[config.mk]
export PLATFORM = sky130hd
export DESIGN_NAME = apb_lite_master19
export DESIGN_NICKNAME = d
export VERILOG_FILES = /design/src/rtl/apb_lite_master19.sv
export SDC_FILE = /design/constraint.sdc
export NUM_CORES = 1
export LEC_CHECK = 0
export CAP_MARGIN = 10
export CORE_ASPECT_RATIO = 1.4
export CORE_MARGIN = 1.5
export CORE_UTILIZATION = 44
export DETAILED_ROUTE_END_ITERATION = 16
export PLACE_DENSITY = 0.92
export SYNTH_ARGS = -nofsm -noshare
export SYNTH_HDL_FRONTEND = slang
export SYNTH_SLANG_ARGS = --single-unit
[constraint.sdc]
create_clock -name pclk19 -period 4.2 [get_ports pclk19]
set_input_delay 1.05 -clock pclk19 [delete_from_list [all_inputs] [get_ports pclk19]]
set_output_delay 1.05 -clock pclk19 [all_outputs]
set_load 0.005 [all_outputs]
[src/rtl/apb_lite_master19.sv]
// apb_lite_master19: single-outstanding APB (AMBA Rev 2) initiator.
//
// A command taken on the cmd_* port becomes one APB transfer, which goes through
// SETUP and then ACCESS. The result is held on the rsp_* port until the
// requester consumes it. Every APB output comes from a register, so no APB
// input reaches an output without passing through a flop.
//
// Optional feature (compile-time macro APB_LITE_MASTER_PREADY_EN):
//   defined   - ACCESS waits on pready19. A wait counter ends the transfer with
//               rsp_err19 = 1 after TIMEOUT ACCESS cycles that have no ready.
//   undefined - pready19 is ignored, ACCESS lasts one cycle, rsp_err19 = 0.
//
// Ports:
//   pclk19, p_reset19        clock; asynchronous active-high reset
//   cmd_valid19/ready19      command handshake (ready only in IDLE)
//   cmd_write19/addr19/wdata19  command payload, sampled on accept
//   rsp_valid19/ready19      response handshake
//   rsp_rdata19, rsp_err19   read data (0 for writes), timeout flag
//   psel19 .. pwdata19       APB request outputs
//   prdata19, pready19       APB completer inputs

module apb_lite_master19 #(
  parameter int unsigned ADDR_W  = 6,
  parameter int unsigned DATA_W  = 32,
  parameter int unsigned TIMEOUT = 16
) (
  input  logic              pclk19,
  input  logic              p_reset19,
  // Command port
  input  logic              cmd_valid19,
  output logic              cmd_ready19,
  input  logic              cmd_write19,
  input  logic [ADDR_W-1:0] cmd_addr19,
  input  logic [DATA_W-1:0] cmd_wdata19,
  // Response port
  output logic              rsp_valid19,
  input  logic              rsp_ready19,
  output logic [DATA_W-1:0] rsp_rdata19,
  output logic              rsp_err19,
  // APB
  output logic              psel19,
  output logic              penable19,
  output logic              pwrite19,
  output logic [ADDR_W-1:0] paddr19,
  output logic [DATA_W-1:0] pwdata19,
  input  logic [DATA_W-1:0] prdata19,
  input  logic              pready19
);

  typedef enum logic [1:0] {
    StIdle,
    StSetup,
    StAccess,
    StResp
  } state_e;

  state_e              state_q, state_d;
  logic                psel_q, psel_d;
  logic                penable_q, penable_d;
  logic                pwrite_q, pwrite_d;
  logic [ADDR_W-1:0]   paddr_q, paddr_d;
  logic [DATA_W-1:0]   pwdata_q, pwdata_d;
  logic                rsp_valid_q, rsp_valid_d;
  logic [DATA_W-1:0]   rsp_rdata_q, rsp_rdata_d;
  // Set one cycle after reset is released. It keeps cmd_ready19 low while reset
  // is applied and during the first cycle after release.
  logic                run_q;
  logic                done;
  logic                err;

`ifdef APB_LITE_MASTER_PREADY_EN
  localparam int unsigned CntW = (TIMEOUT > 2) ? $clog2(TIMEOUT) : 1;
  localparam logic [CntW-1:0] CntLast = CntW'(TIMEOUT - 1);

  logic [CntW-1:0] cnt_q, cnt_d;
  logic            rsp_err_q, rsp_err_d;
`else
  // Unused inputs/parameters in the single-cycle ACCESS build.
  logic        unused_pready;
  logic [31:0] unused_timeout;
  assign unused_pready  = pready19;
  assign unused_timeout = TIMEOUT;
`endif

  assign cmd_ready19 = (state_q == StIdle) && run_q;

  always_comb begin
    state_d     = state_q;
    psel_d      = psel_q;
    penable_d   = penable_q;
    pwrite_d    = pwrite_q;
    paddr_d     = paddr_q;
    pwdata_d    = pwdata_q;
    rsp_valid_d = rsp_valid_q;
    rsp_rdata_d = rsp_rdata_q;
    done        = 1'b0;
    err         = 1'b0;
`ifdef APB_LITE_MASTER_PREADY_EN
    cnt_d       = cnt_q;
    rsp_err_d   = rsp_err_q;
`endif

    unique case (state_q)
      StIdle: begin
        if (cmd_valid19 && cmd_ready19) begin
          pwrite_d  = cmd_write19;
          paddr_d   = cmd_addr19;
          pwdata_d  = cmd_write19 ? cmd_wdata19 : '0;
          psel_d    = 1'b1;
          penable_d = 1'b0;
          state_d   = StSetup;
        end
      end

      StSetup: begin
        penable_d = 1'b1;
        state_d   = StAccess;
`ifdef APB_LITE_MASTER_PREADY_EN
        cnt_d     = '0;
`endif
      end

      StAccess: begin
`ifdef APB_LITE_MASTER_PREADY_EN
        // A ready in the last allowed cycle takes priority over the timeout.
        if (pready19) begin
          done = 1'b1;
        end else if (cnt_q == CntLast) begin
          done = 1'b1;
          err  = 1'b1;
        end else begin
          cnt_d = cnt_q + 1'b1;
        end
`else
        done = 1'b1;
`endif
        if (done) begin
          rsp_valid_d = 1'b1;
          rsp_rdata_d = (pwrite_q || err) ? '0 : prdata19;
`ifdef APB_LITE_MASTER_PREADY_EN
          rsp_err_d   = err;
`endif
          psel_d      = 1'b0;
          penable_d   = 1'b0;
          pwrite_d    = 1'b0;
          state_d     = StResp;
        end
      end

      StResp: begin
        if (rsp_ready19) begin
          rsp_valid_d = 1'b0;
          state_d     = StIdle;
        end
      end

      default: state_d = StIdle;
    endcase
  end

  always_ff @(posedge pclk19 or posedge p_reset19) begin
    if (p_reset19) begin
      state_q     <= StIdle;
      psel_q      <= 1'b0;
      penable_q   <= 1'b0;
      pwrite_q    <= 1'b0;
      paddr_q     <= '0;
      pwdata_q    <= '0;
      rsp_valid_q <= 1'b0;
      rsp_rdata_q <= '0;
      run_q       <= 1'b0;
    end else begin
      state_q     <= state_d;
      psel_q      <= psel_d;
      penable_q   <= penable_d;
      pwrite_q    <= pwrite_d;
      paddr_q     <= paddr_d;
      pwdata_q    <= pwdata_d;
      rsp_valid_q <= rsp_valid_d;
      rsp_rdata_q <= rsp_rdata_d;
      run_q       <= 1'b1;
    end
  end

`ifdef APB_LITE_MASTER_PREADY_EN
  always_ff @(posedge pclk19 or posedge p_reset19) begin
    if (p_reset19) begin
      cnt_q     <= '0;
      rsp_err_q <= 1'b0;
    end else begin
      cnt_q     <= cnt_d;
      rsp_err_q <= rsp_err_d;
    end
  end

  assign rsp_err19 = rsp_err_q;
`else
  assign rsp_err19 = 1'b0;
`endif

  assign psel19      = psel_q;
  assign penable19   = penable_q;
  assign pwrite19    = pwrite_q;
  assign paddr19     = paddr_q;
  assign pwdata19    = pwdata_q;
  assign rsp_valid19 = rsp_valid_q;
  assign rsp_rdata19 = rsp_rdata_q;

endmodule
==> flow_metrics.py, run 1 <==
metrics = {
    "sta": {
        "worst_pin_slew_ns": 1.16,
        "rsz0062_at_grt": "false",
        "clock_skew_ns": 0.00883,
        "fin_ws_ns": 1.32,
        "max-slew-margin-rel": 0.227,
        "fmax_mhz": 347,
        "setup_violations": 0,
        "fin_crit_ns": 2.88,
        "setup_tns_ns": 0,
        "finalMaxSlewViolations": 0,
        "post-route-period-util": 0.687,
        "hold_viol": 0,
    },
    "final_layout": {
        "final_nets": 549,
        "diodes": 0,
        "syn2layout_area_growth_pct": 57.2,
        "drive_gt1_frac": 0.0613,
        "num-fill-cells": 521,
    },
    "drt": {
        "vias": 2663,
        "wl_per_cell_um": 13.7,
        "wirelength_mm": 7.79,
        "first_pass_iters": 4,
        "ant_nets": 0,
        "via_per_inst": 4.69,
        "drc_errors": 0,
        "drt-initial-drc-count": 128,
    },
    "pwr": {
        "swShare": 0.304,
        "power.leakage_nw": 2.23,
        "ir_drop_mv": 0.311,
        "comb_power_share": 0.406,
        "power_switching_w": 0.000959,
        "intPower_w": 0.00219,
        "p_per_area_nw_per_um2": 641,
        "clkPwrFrac": 0.207,
        "pwr-share-seq": 0.386,
    },
    "floorplanning": {
        "coreArea_um2": 6940,
        "die-area_um2": 7620,
        "start_util": 0.450,
        "die_w_um": 74.2,
        "die_h_um": 103,
        "ios": 152,
        "rows": 36,
    },
    "yosys": {
        "yosys.area_share.simple": 0.132,
        "synth.area.mux_share": 0.0392,
        "synth-edff-count": 0,
        "synthXorXnorAreaFrac": 0,
        "ys_seq_area_frac": 0.617,
        "ys_types": 25,
        "netlist.area_leader.share": 0.617,
        "syn_inst": 324,
        "postSynth.asyncResetShare": 1.00,
        "synthAdderAreaFrac": 0.0200,
        "yosys.area.top_type": "dfrtp_1",
        "ys.warnings.count": 0,
        "ys_seq_elements": 77,
        "synth-main-ff-cell": "dfrtp_1",
        "yosys-top-cells-area": "dfrtp_1 62%, nand2_1 12%, o21ai_0 9.5%",
        "postSynthAreaPerCell_um2": 9.64,
        "synth_compound_area_frac": 0.119,
        "syn_area_um2": 3120,
        "syn-num-nets": 405,
        "synth_top_family_by_area": "simple AND/OR/NAND/NOR gates",
    },
    "global_routing": {
        "grt_overflow": 0,
        "antenna_found_initial": 0,
        "track_usage": 0.203,
        "grt_max_degree": 62,
        "grt_pass1_vias": 2632,
        "grt_pass1_wl_mm": 11.7,
    },
    "worst_setup_path": {
        "cp_max_fo": 5,
        "rrSetupSlack_ns": 2.06,
        "worstSetupPathType": "flop to output port",
        "slowest_stage": "clkdlybuf4s50_1",
        "r2r_start": "state_q[0]$_DFFE_PP0P_",
        "reg2reg_to": "pwdata19[15]$_DFFE_PP0P_",
        "arrival_ns": 1.83,
        "path_cells": "inv_1, ha_1, and2_1, clkdlybuf4s50_1",
        "crit_path_end": "cmd_ready19",
        "end_kind": "output port",
        "worstSetupStartpointType": "flop",
        "cp.depth": 4,
        "cp_top_family": "buffers and inverters",
        "required_ns": 3.15,
        "slowest_delay_ns": 0.52,
        "reg2reg_depth": 6,
        "setup.worst_path.start": "state_q[0]$_DFFE_PP0P_",
        "path_buf_inv": 2,
    },
    "cts": {
        "htreeDepth": 3,
        "cts-hold-fix-buffers": 0,
        "path_clk_slew_ns": 0.08,
        "clock_sinks": 77,
        "cts-root-buf": "clkbuf_8",
        "cts-resized-gates": 0,
        "cts_tree": "yes",
        "cts_made_buffers": 9,
        "cts.path.max_buffers": 2,
        "clk_latency_ns": 0.34,
        "postCtsSetupBuffers": 0,
    },
    "place": {
        "place_congestion": 0.747,
        "io_buffer_count": 149,
        "dp_hpwl_mm": 5.89,
        "post-place-ws_ns": 1.23,
    },
    "job": {
        "maxCapViolations": 0,
    },
    "worst_hold_path": {
        "hold_path_class": "flop to flop",
    },
    "status": {
        "status": "complete, no violations",
    },
}
## tightest hold or removal path, delay by kind of cell (launching register included)
kind	cells	cell delay (ns)
simple gates	1	0.04
flops	1	0.35
compound gates	1	0.06
## cell usage in the layout (no fill, tap or decap)
cell	count
inv_1	35
o21ai_1	5
clkinv_2	4
ha_1	5
a21o_1	1
mux2_1	2
and2_1	1
mux2_4	6
a21oi_2	1
nor2_1	3
clkinv_4	1
a21oi_1	2
o2bb2ai_1	1
nand4_1	1
buf_4	3
clkdlybuf4s50_1	149
nand2_1	97
mux2i_1	1
bufinv_16	3
o21ai_0	59
and2b_1	1
dfrtp_1	77
nand3_2	1
o22ai_1	1
clkbuf_8	9
conb_1	2
nand2b_1	1
a21boi_2	1
## state kept, by name (all words and copies together) (netlist names)
signal,count
psel19,1
paddr19,6
rsp_rdata19,32
pwdata19,32
rsp_valid19,1
penable19,1
run_q,1
state_q,2
pwrite19,1
## cell families (layout without fill, tap and decap cells)
group                    after synthesis  count (layout)
multiplexers                           9               9
flip-flops                            77              77
other                                  2               2
AO/OA/AOI/OAI                         71              71
buffers and inverters                 55             204
AND/OR/NAND/NOR                      105             105
adder cells (fa/ha/maj)                5               5
## metal layers
layer / vias up / part of all wire / track usage
li1: 1298 / - / -
met5: - / 0 / 0
met4: 0 / 0.024 / 0.101
met3: 17 / 0.062 / 0.0479
met2: 105 / 0.53 / 0.365
met1: 1243 / 0.38 / 0.217
## cell usage after synthesis (2+ instances only)
library cell / number
buf_4: 2
o21ai_1: 5
dfrtp_1: 77
o21ai_0: 59
nand2_1: 97
inv_1: 36
ha_1: 5
nor2_1: 3
buf_2: 5
conb_1: 2
mux2_4: 6
clkbuf_1: 12
a21oi_1: 2
mux2_1: 2
## area by class of cell
class	instances	area, um^2	share of cell area
Sequential cell	77	1930	0.392
Tap cell	95	119	0.0242
Clock buffer	9	124	0.0252
Inverter	36	136	0.0278
Clock inverter	7	114	0.0232
Timing Repair Buffer	152	1510	0.308
Multi-Input combinational cell	192	977	0.199
## stage by stage
stage	total power, W	utilization	instance area [um^2]	hold slack [ns]	cells
detailed placement	0.00252	0.674	4670	0.469	552
floorplan	0.00172	-	3120	0.473	324
finish	0.00315	0.708	4910	0.478	568
CTS	0.00319	0.708	4910	0.487	568
global placement	0.00243	0.674	4670	0.463	552
global route	0.00336	0.708	4910	0.522	568
## power groups by stage
stage | Clock, W | Combinational, W | Sequential (W)
final | 0.000653 | 0.00128 | 0.00122
after floorplan | 0 | 0.000484 | 0.00123
after detailed placement | 0 | 0.00129 | 0.00123
after CTS | 0.000669 | 0.00130 | 0.00122
after global placement | 0 | 0.00123 | 0.00120
after global routing | 0.000700 | 0.00141 | 0.00125
## worst min path at each step
stage,start,end,slack [ns],cells past startpoint
after floorplan,pwdata19[0]$_DFFE_PP0P_,pwdata19[0]$_DFFE_PP0P_,0.47,2
after global placement,pwdata19[21]$_DFFE_PP0P_,pwdata19[21]$_DFFE_PP0P_,0.46,2
after detailed placement,pwdata19[21]$_DFFE_PP0P_,pwdata19[21]$_DFFE_PP0P_,0.47,2
after CTS,pwdata19[21]$_DFFE_PP0P_,pwdata19[21]$_DFFE_PP0P_,0.49,2
after global routing,pwdata19[24]$_DFFE_PP0P_,pwdata19[24]$_DFFE_PP0P_,0.52,2
final,pwdata19[21]$_DFFE_PP0P_,pwdata19[21]$_DFFE_PP0P_,0.48,2
Note: power is estimated with default switching activity, not from simulation.
==> run 2: changes to the inputs <==
- CORE_UTILIZATION: 44 -> 37
- PLACE_DENSITY: 0.92 -> 0.83
- clock period: 4.2 -> 2.4 ns (I/O delays scaled with it)
==> flow_metrics.py, run 2 (synthesized netlist as in run 1, its figures left out) <==
metrics = {
    "status": {
        "status": "complete, no violations",
    },
    "drt": {
        "ant_nets": 0,
        "wl_per_cell_um": 12.9,
        "first_pass_iters": 4,
        "wirelength_mm": 7.43,
        "vias": 2612,
        "drt-initial-drc-count": 85,
        "via_per_inst": 4.53,
        "drc_errors": 0,
    },
    "cts": {
        "cts_made_buffers": 9,
        "clk_latency_ns": 0.32,
        "clock_sinks": 77,
        "path_clk_slew_ns": 0.06,
        "cts-root-buf": "clkbuf_16",
        "cts_tree": "yes",
        "postCtsSetupBuffers": 0,
        "cts.path.max_buffers": 2,
        "htreeDepth": 3,
    },
    "sta": {
        "max-slew-margin-rel": 0.329,
        "setup_violations": 0,
        "fin_crit_ns": 2.29,
        "hold_viol": 0,
        "setup_tns_ns": 0,
        "post-route-period-util": 0.955,
        "fmax_mhz": 436,
        "finalMaxSlewViolations": 0,
        "clock_skew_ns": 0.00429,
        "worst_pin_slew_ns": 1.01,
        "rsz0062_at_grt": "false",
    },
    "place": {
        "dp_hpwl_mm": 5.34,
        "io_buffer_count": 149,
        "place_congestion": 0.768,
    },
    "worst_setup_path": {
        "cp.depth": 4,
        "crit_path_end": "cmd_ready19",
        "path_buf_inv": 2,
        "end_kind": "output port",
        "worstSetupStartpointType": "flop",
        "worstSetupPathType": "flop to output port",
        "rrSetupSlack_ns": 0.57,
        "setup.worst_path.start": "state_q[0]$_DFFE_PP0P_",
        "reg2reg_to": "rsp_rdata19[25]$_DFFE_PP0P_",
        "path_cells": "inv_2, ha_4, and2_1, clkdlybuf4s50_1",
        "reg2reg_depth": 5,
        "cp_max_fo": 5,
        "required_ns": 1.80,
        "arrival_ns": 1.69,
        "slowest_delay_ns": 0.52,
        "r2r_start": "state_q[0]$_DFFE_PP0P_",
        "slowest_stage": "clkdlybuf4s50_1",
        "cp_top_family": "buffers and inverters",
    },
    "global_routing": {
        "track_usage": 0.175,
        "grt_overflow": 0,
        "antenna_found_initial": 0,
        "grt_pass1_wl_mm": 12.2,
        "grt_max_degree": 78,
        "grt_pass1_vias": 2662,
    },
    "floorplanning": {
        "die_w_um": 80.7,
        "coreArea_um2": 8200,
        "rows": 39,
        "start_util": 0.381,
        "die_h_um": 112,
        "die-area_um2": 9010,
        "ios": 152,
    },
    "final_layout": {
        "final_common_cell": "clkdlybuf4s50_1",
        "mostFrequentLayoutCells": "149 x clkdlybuf4s50_1, 97 x nand2_1, 77 x dfrtp_1, 59 x o21ai_0, 33 x inv_1",
        "diodes": 0,
        "final_nets": 550,
        "syn2layout_area_growth_pct": 61.4,
        "num-fill-cells": 688,
        "drive_gt1_frac": 0.0675,
    },
    "job": {
        "maxCapViolations": 0,
    },
    "pwr": {
        "p_per_area_nw_per_um2": 1150,
        "power_w": 0.00581,
        "ir_drop_mv": 0.622,
        "power.leakage_nw": 2.28,
    },
    "worst_hold_path": {
        "hold_path_class": "flop to flop",
    },
}
==> run 2: worst min path at each step <==
| stage | to | depth (start not counted) | start |
|---|---|---|---|
| 2_1_floorplan | pwdata19[0]$_DFFE_PP0P_ | 2 | pwdata19[0]$_DFFE_PP0P_ |
| 3_3_place_gp | pwdata19[22]$_DFFE_PP0P_ | 2 | pwdata19[22]$_DFFE_PP0P_ |
| 3_5_place_dp | pwdata19[25]$_DFFE_PP0P_ | 2 | pwdata19[25]$_DFFE_PP0P_ |
| 4_1_cts | pwdata19[25]$_DFFE_PP0P_ | 2 | pwdata19[25]$_DFFE_PP0P_ |
| 5_1_grt | pwdata19[6]$_DFFE_PP0P_ | 2 | pwdata19[6]$_DFFE_PP0P_ |
| 6_report | pwdata19[25]$_DFFE_PP0P_ | 2 | pwdata19[25]$_DFFE_PP0P_ |
==> run 2: final cells by class <==
class                   count  area, um^2  area share
inverters                  36         139      0.0275
well taps                 102         128      0.0253
repair buffers            153        1530       0.304
multi-input cells         192         990       0.196
flip-flops and latches     77        1930       0.382
clock inverters             4        70.1      0.0139
clock buffers              12         256      0.0509
==> run 2: power breakdown <==
part | switching, W | internal (W)
Combinational | 0.000900 | 0.00134
Sequential | 0.000290 | 0.00183
Clock | 0.000487 | 0.000963
Total | 0.00168 | 0.00413
==> run 2: what timing repair did <==
action / 4_1_cts / 5_1_grt
hold buffers: 0 / 0
endpoints found under the setup margin: 1 / 1
resized for setup: 2 / 2
==> run 2: stage by stage <==
step	cells	worst slack, ns	hold WS (ns)	utilization	cell area [um^2]
6_report	576	0.107	0.474	0.615	5040
5_1_grt	576	0.0288	0.502	0.615	5040
4_1_cts	576	0.0333	0.482	0.615	5040
3_5_place_dp	560	0.165	0.469	0.574	4700
3_3_place_gp	560	0.234	0.461	0.574	4700
2_1_floorplan	324	0.932	0.473	-	3130
==> run 2: worst register-to-register path, delay by kind of cell (launching register included) <==
kind | cells | cell delay (ns)
AO/OA/AOI/OAI | 1 | 0.11
flip-flops | 1 | 0.42
adder cells (fa/ha/maj) | 1 | 0.17
AND/OR/NAND/NOR | 2 | 0.92
buffers and inverters | 1 | 0.12
==> run 2: metal layers <==
metal / global-route usage / share of wire / vias up
met5: 0 / 0 / -
met4: 0.0885 / 0.029 / 0
met3: 0.0467 / 0.070 / 21
met2: 0.297 / 0.50 / 102
met1: 0.197 / 0.40 / 1191
li1: - / - / 1298
